==> config.mk <==
export PLATFORM = sky130hd
export DESIGN_NAME = lcd_cmd_dispatcher
export DESIGN_NICKNAME = d
export VERILOG_FILES = /design/src/rtl/lcd_cmd_dispatcher.sv
export SDC_FILE = /design/constraint.sdc
export NUM_CORES = 1
export LEC_CHECK = 0
export BUFFER_PORTS_ARGS = -buffer_cell sky130_fd_sc_hd__buf_2
export CAP_MARGIN = 20
export CORE_MARGIN = 10
export CORE_UTILIZATION = 45
export CTS_BUF_LIST = sky130_fd_sc_hd__clkbuf_8
export CTS_CLUSTER_SIZE = 12
export DETAILED_ROUTE_END_ITERATION = 7
export PLACE_DENSITY_LB_ADDON = 0.3
export SETUP_SLACK_MARGIN = 0.1
export SLEW_MARGIN = 10
export SYNTH_ARGS = -nofsm -noshare
export SYNTH_HDL_FRONTEND = slang
export SYNTH_SLANG_ARGS = --single-unit
==> constraint.sdc <==
create_clock -name clk -period 2.3 [get_ports clk]
set_clock_uncertainty 0.15 [all_clocks]
set_input_delay 0.345 -clock clk [delete_from_list [all_inputs] [get_ports clk]]
set_output_delay 0.345 -clock clk [all_outputs]
set_load 0.01 [all_outputs]
==> src/rtl/lcd_cmd_dispatcher.sv <==
// rtl/lcd_cmd_dispatcher.sv - host opcode FIFO and paced command issue to the LCD controller
//
// Buffers 4-bit host opcodes and issues them one at a time on cmd/cmd_valid.
// Issue is paced by the controller's busy. Opcode 0 (write) waits for done
// and then pulses frame_done.
//
// Optional build macro: LCD_CMD_FILTER_EN
//   defined   - opcodes 12..15 are handshaken but dropped; err_illegal is set
//               and stays set until reset
//   undefined - all opcodes are buffered; err_illegal is tied to 0
//
// Ports:
//   clk          system clock, rising edge
//   reset        asynchronous active-low reset
//   host_cmd     opcode from host
//   host_valid   host offers host_cmd
//   host_ready   FIFO not full
//   cmd          opcode to controller (holds last issued value)
//   cmd_valid    one-cycle issue strobe
//   busy         controller busy
//   done         controller frame-written pulse
//   fifo_count   commands currently buffered
//   frame_done   one-cycle pulse after done for an issued opcode 0
//   err_illegal  sticky illegal-opcode flag
module lcd_cmd_dispatcher #(
    parameter int DEPTH   = 8,
    parameter int HOLDOFF = 2
) (
    input  logic                     clk,
    input  logic                     reset,
    input  logic [3:0]               host_cmd,
    input  logic                     host_valid,
    output logic                     host_ready,
    output logic [3:0]               cmd,
    output logic                     cmd_valid,
    input  logic                     busy,
    input  logic                     done,
    output logic [$clog2(DEPTH):0]   fifo_count,
    output logic                     frame_done,
    output logic                     err_illegal
);

    localparam int               AW         = $clog2(DEPTH);
    localparam logic [AW:0]      FULL_COUNT = (AW+1)'(DEPTH);
    localparam logic [3:0]       HOLD_INIT  = 4'(HOLDOFF - 1);

    typedef enum logic [2:0] {IDLE, ISSUE, HOLD, WAITB, WAITD} state_t;

    state_t          state, next_state;
    logic [3:0]      mem [DEPTH];
    logic [AW-1:0]   wr_ptr, rd_ptr;
    logic [3:0]      hold_cnt;
    logic            accept, illegal, push, pop, hold_load, frame_set;

    assign host_ready = (fifo_count != FULL_COUNT);
    assign accept     = host_valid && host_ready;

`ifdef LCD_CMD_FILTER_EN
    assign illegal = (host_cmd[3:2] == 2'b11);
`else
    assign illegal = 1'b0;
`endif

    // Illegal opcodes complete the handshake but never reach storage.
    assign push = accept && !illegal;

    // Storage has no reset; only the pointers and count define contents.
    always_ff @(posedge clk) begin
        if (push) begin
            mem[wr_ptr] <= host_cmd;
        end
    end

    always_ff @(posedge clk or negedge reset) begin
        if (!reset) begin
            wr_ptr     <= '0;
            rd_ptr     <= '0;
            fifo_count <= '0;
        end else begin
            if (push) wr_ptr <= wr_ptr + 1'b1;
            if (pop)  rd_ptr <= rd_ptr + 1'b1;
            case ({push, pop})
                2'b10:   fifo_count <= fifo_count + 1'b1;
                2'b01:   fifo_count <= fifo_count - 1'b1;
                default: fifo_count <= fifo_count;
            endcase
        end
    end

    always_ff @(posedge clk or negedge reset) begin
        if (!reset) begin
            state <= IDLE;
        end else begin
            state <= next_state;
        end
    end

    always_comb begin
        next_state = state;
        pop        = 1'b0;
        hold_load  = 1'b0;
        frame_set  = 1'b0;
        case (state)
            IDLE: begin
                if (fifo_count != '0 && !busy) next_state = ISSUE;
            end
            ISSUE: begin
                pop = 1'b1;
                if (mem[rd_ptr] == 4'd0) begin
                    next_state = WAITD;
                end else begin
                    next_state = HOLD;
                    hold_load  = 1'b1;
                end
            end
            HOLD: begin
                // busy is ignored while the controller reacts to the issue
                if (hold_cnt == 4'd0) next_state = WAITB;
            end
            WAITB: begin
                if (!busy) next_state = IDLE;
            end
            WAITD: begin
                if (done) begin
                    next_state = IDLE;
                    frame_set  = 1'b1;
                end
            end
            default: next_state = IDLE;
        endcase
    end

    // The issue strobe is registered from the ISSUE cycle, so it appears
    // the cycle after the head is popped.
    always_ff @(posedge clk or negedge reset) begin
        if (!reset) begin
            hold_cnt   <= 4'd0;
            cmd        <= 4'd0;
            cmd_valid  <= 1'b0;
            frame_done <= 1'b0;
        end else begin
            if (hold_load) begin
                hold_cnt <= HOLD_INIT;
            end else if (state == HOLD && hold_cnt != 4'd0) begin
                hold_cnt <= hold_cnt - 4'd1;
            end
            cmd_valid  <= pop;
            if (pop) cmd <= mem[rd_ptr];
            frame_done <= frame_set;
        end
    end

`ifdef LCD_CMD_FILTER_EN
    always_ff @(posedge clk or negedge reset) begin
        if (!reset) begin
            err_illegal <= 1'b0;
        end else if (accept && illegal) begin
            err_illegal <= 1'b1;
        end
    end
`else
    assign err_illegal = 1'b0;
`endif

endmodule
==> results.cfg <==
[run_status]
status = finished clean

[setup_path]
worst-path-stages = 9
crit_path_start_kind = flip-flop
worst_path_max_delay_cell = or4b_4
crit_type = reg -> reg
worst_ep_required_time_ns = 2.35
crit_buf_inv = 0
critical-path-top-delay-family = simple AND/OR/NAND/NOR gates
cpPeakStageDelay_ns = 0.54
path_cells = or4b_4, nand2_4, ha_4, xor2_2, ha_2, a21oi_2, xor2_1, nor2_1, xor2_1
ff2ff_path_depth = 9
end_kind = flip-flop
crit_path_max_fanout = 5
cp_common_cell = xor2_1
cp.arrival_ns = 2.29

[timing]
slew_violations = 0
setup_viol = 0
slew_headroom = 0.644
fin_crit_ns = 2.24
timing.final.crit_share = 0.975
rsz0062_at_grt = yes
worst_slew_pin_slew_ns = 0.533
finalHoldViolCount = 0
fmax_mhz = 446
holdWs_ns = 0.108

[logic_synthesis]
yosysSeqAreaShare = 0.639
ys_top_cells_by_area = edfxtp_1 (40%), dfrtp_1 (24%), mux4_1 (8.7%)
synth_largest_area_cell = edfxtp_1
synthCells = 157
ys_types = 33
async_flop_share = 0.418
synth_fp_nets = 173
synthesis.area_sq_um = 2410
yosys_most_used_dff = edfxtp_1
yosysTopAreaCellShare = 0.399
synth.avg_cell_area_sq_um = 15.3
synth_edf_count = 32
ys_warn_count = 0
ys_ff_latch = 55

[pwr]
combPwrFrac = 0.427
seqPwrFrac = 0.426
netSwitchingPower_uw = 1240
power.share.clock = 0.147
peakVddDrop_v = 0.000445
powerDensity_nw_per_um2 = 1270
switching_share = 0.349
p_int_uw = 2320
p_leak_uw = 0.00112

[hold_path]
holdPathStages = 3
holdCritPathClass = in -> reg

[die]
die_w_um = 93.1
pin_count = 21
die_h_um = 93.1
start_util = 0.468
core_sq_um = 5140
die_area_sq_um = 8670
num_rows = 26

[cells_and_area]
syn_to_final_growth_pct = 17.0
drive_gt1_frac = 0.320
instances_no_fill = 264
num_antenna_cells = 0
final_cell_mix = edfxtp_1 (32), dfrtp_1 (22), buf_2 (19), buf_4 (13), nand2_1 (12)
nNetsFinal = 209
layout_commonest_cell = edfxtp_1

[global_route]
grt_start_max_net_pins = 24
grt_overflow = 0
grtUsageTotal = 0.101
antenna_found_initial = 0
grt_pass1_wl_mm = 6.93
first_global_vias = 1452

[clock_network]
cts-buffers-inserted = 5
cts_max_path_buffers = 2
cts.clk_slew.worst_paths_ns = 0.10
root_buffer = clkbuf_8
cts_tree = yes
cts.sinks = 55
htree_levels = 2
clkLatencyLatePin_ns = 0.31

[placed_design]
place_inst = 253
dpl.hpwl_mm = 3.17
numPortBuffers = 19
place_congestion = 0.746

[routing]
highest_layer = met4
wl_per_cell_um = 15.8
routed_wl_mm = 4.17
met3RoutedLength_um = 185
wl_met2_mm = 2.18
viasPerCell = 5.10
drt-met1-wl_mm = 1.75
vias = 1347
ant_nets = 0
drtPass1Iterations = 4
drc = 0
dr.first_iter.drc_count = 36

[run]
drv_cap = 0
-- flip-flops by register name (all words and copies together), names as in the netlist --
register    flops
frame_done      1
hold_cnt        4
mem            32
cmd             4
fifo_count      4
rd_ptr          3
wr_ptr          3
cmd_valid       1
state           3
-- stage by stage --
stage | utilization | worst slack [ns] | total power, uW | TNS, ns | instance area [sq um]
after floorplan | - | 0.0293 | 2540 | 0 | 2430
after global placement | 0.522 | 0.128 | 2950 | 0 | 2680
after detailed placement | 0.522 | 0.0334 | 3030 | 0 | 2680
after CTS | 0.545 | 0.0613 | 3580 | 0 | 2800
after global routing | 0.547 | -0.0450 | 3810 | -0.0450 | 2810
final | 0.547 | 0.0572 | 3560 | 0 | 2810
-- metal layers --
layer  global-route usage  up-vias
met5                    0        -
met4               0.0386        0
met3               0.0312        6
met2                0.173       17
met1                0.116      672
li1                     -      652
-- power groups by stage --
stage	clock network, uW	registers (uW)	logic [uW]
global placement	0	1520	1430
finish	525	1520	1520
global route	593	1550	1670
detailed placement	0	1540	1500
CTS	540	1520	1520
floorplan	0	1540	997
-- tightest hold or removal path: stages --
cell and delay [ns]:
buf_2 0.10, nand2_1 0.06, nor3_1 0.04
-- cells by family after synthesis --
| logic type | after synthesis | share of synthesized area |
|---|---|---|
| fa+ha+maj | 7 | 0.0364 |
| buf+inv | 9 | 0.0218 |
| compound gates | 14 | 0.0406 |
| other cells | 1 | 0.00156 |
| simple gates | 45 | 0.0967 |
| mux | 15 | 0.124 |
| flops | 55 | 0.639 |
| xor+xnor | 11 | 0.0400 |
-- what timing repair did --
| item | in CTS | in global routing |
|---|---|---|
| hold buffers | 1 | 0 |
| gates cloned | 0 | 0 |
| pin swaps | 2 | 8 |
| setup buffers | 2 | 0 |
| resized for setup | 2 | 3 |
| hold endpoints to repair | 23 | 0 |
| endpoints found under the setup margin | 2 | 3 |
-- path summary, 6_finish.rpt --
check	startpoint	to	slack, ns
max	fifo_count[1]	fifo_count[2]	0.06
min	done	frame_done	0.11
max reg2reg	fifo_count[1]	fifo_count[2]	0.06
min reg2reg	cmd[3]	cmd[3]	0.34
max in group asynchronous	reset	fifo_count[1]	1.22
min in group asynchronous	reset	state[1]	0.40
-- layout make-up --
cell class                 instances  area [sq um]
clock buffer                       5          68.8
clock inverter                     3          22.5
fill                             443          2330
inverter                           4          17.5
multi-input combinational         93           857
sequential                        55          1540
tap                               70          87.6
timing repair buffer              34           223
-- cell usage after synthesis, types with 2 or more instances --
| cell type | number |
|---|---|
| nor3_1 | 4 |
| nand2b_1 | 4 |
| nand2_1 | 13 |
| ha_1 | 7 |
| xor2_1 | 6 |
| or3b_2 | 2 |
| nor2_1 | 10 |
| edfxtp_1 | 32 |
| mux2_2 | 3 |
| inv_1 | 4 |
| o21ai_0 | 5 |
| nand3_1 | 4 |
| clkbuf_1 | 2 |
| mux4_1 | 8 |
| mux2i_2 | 4 |
| or2_2 | 2 |
| a21oi_1 | 3 |
| buf_6 | 2 |
| a211oi_1 | 2 |
| xnor2_1 | 5 |
| dfrtp_1 | 23 |
Note: power is estimated with default switching activity, not from simulation.
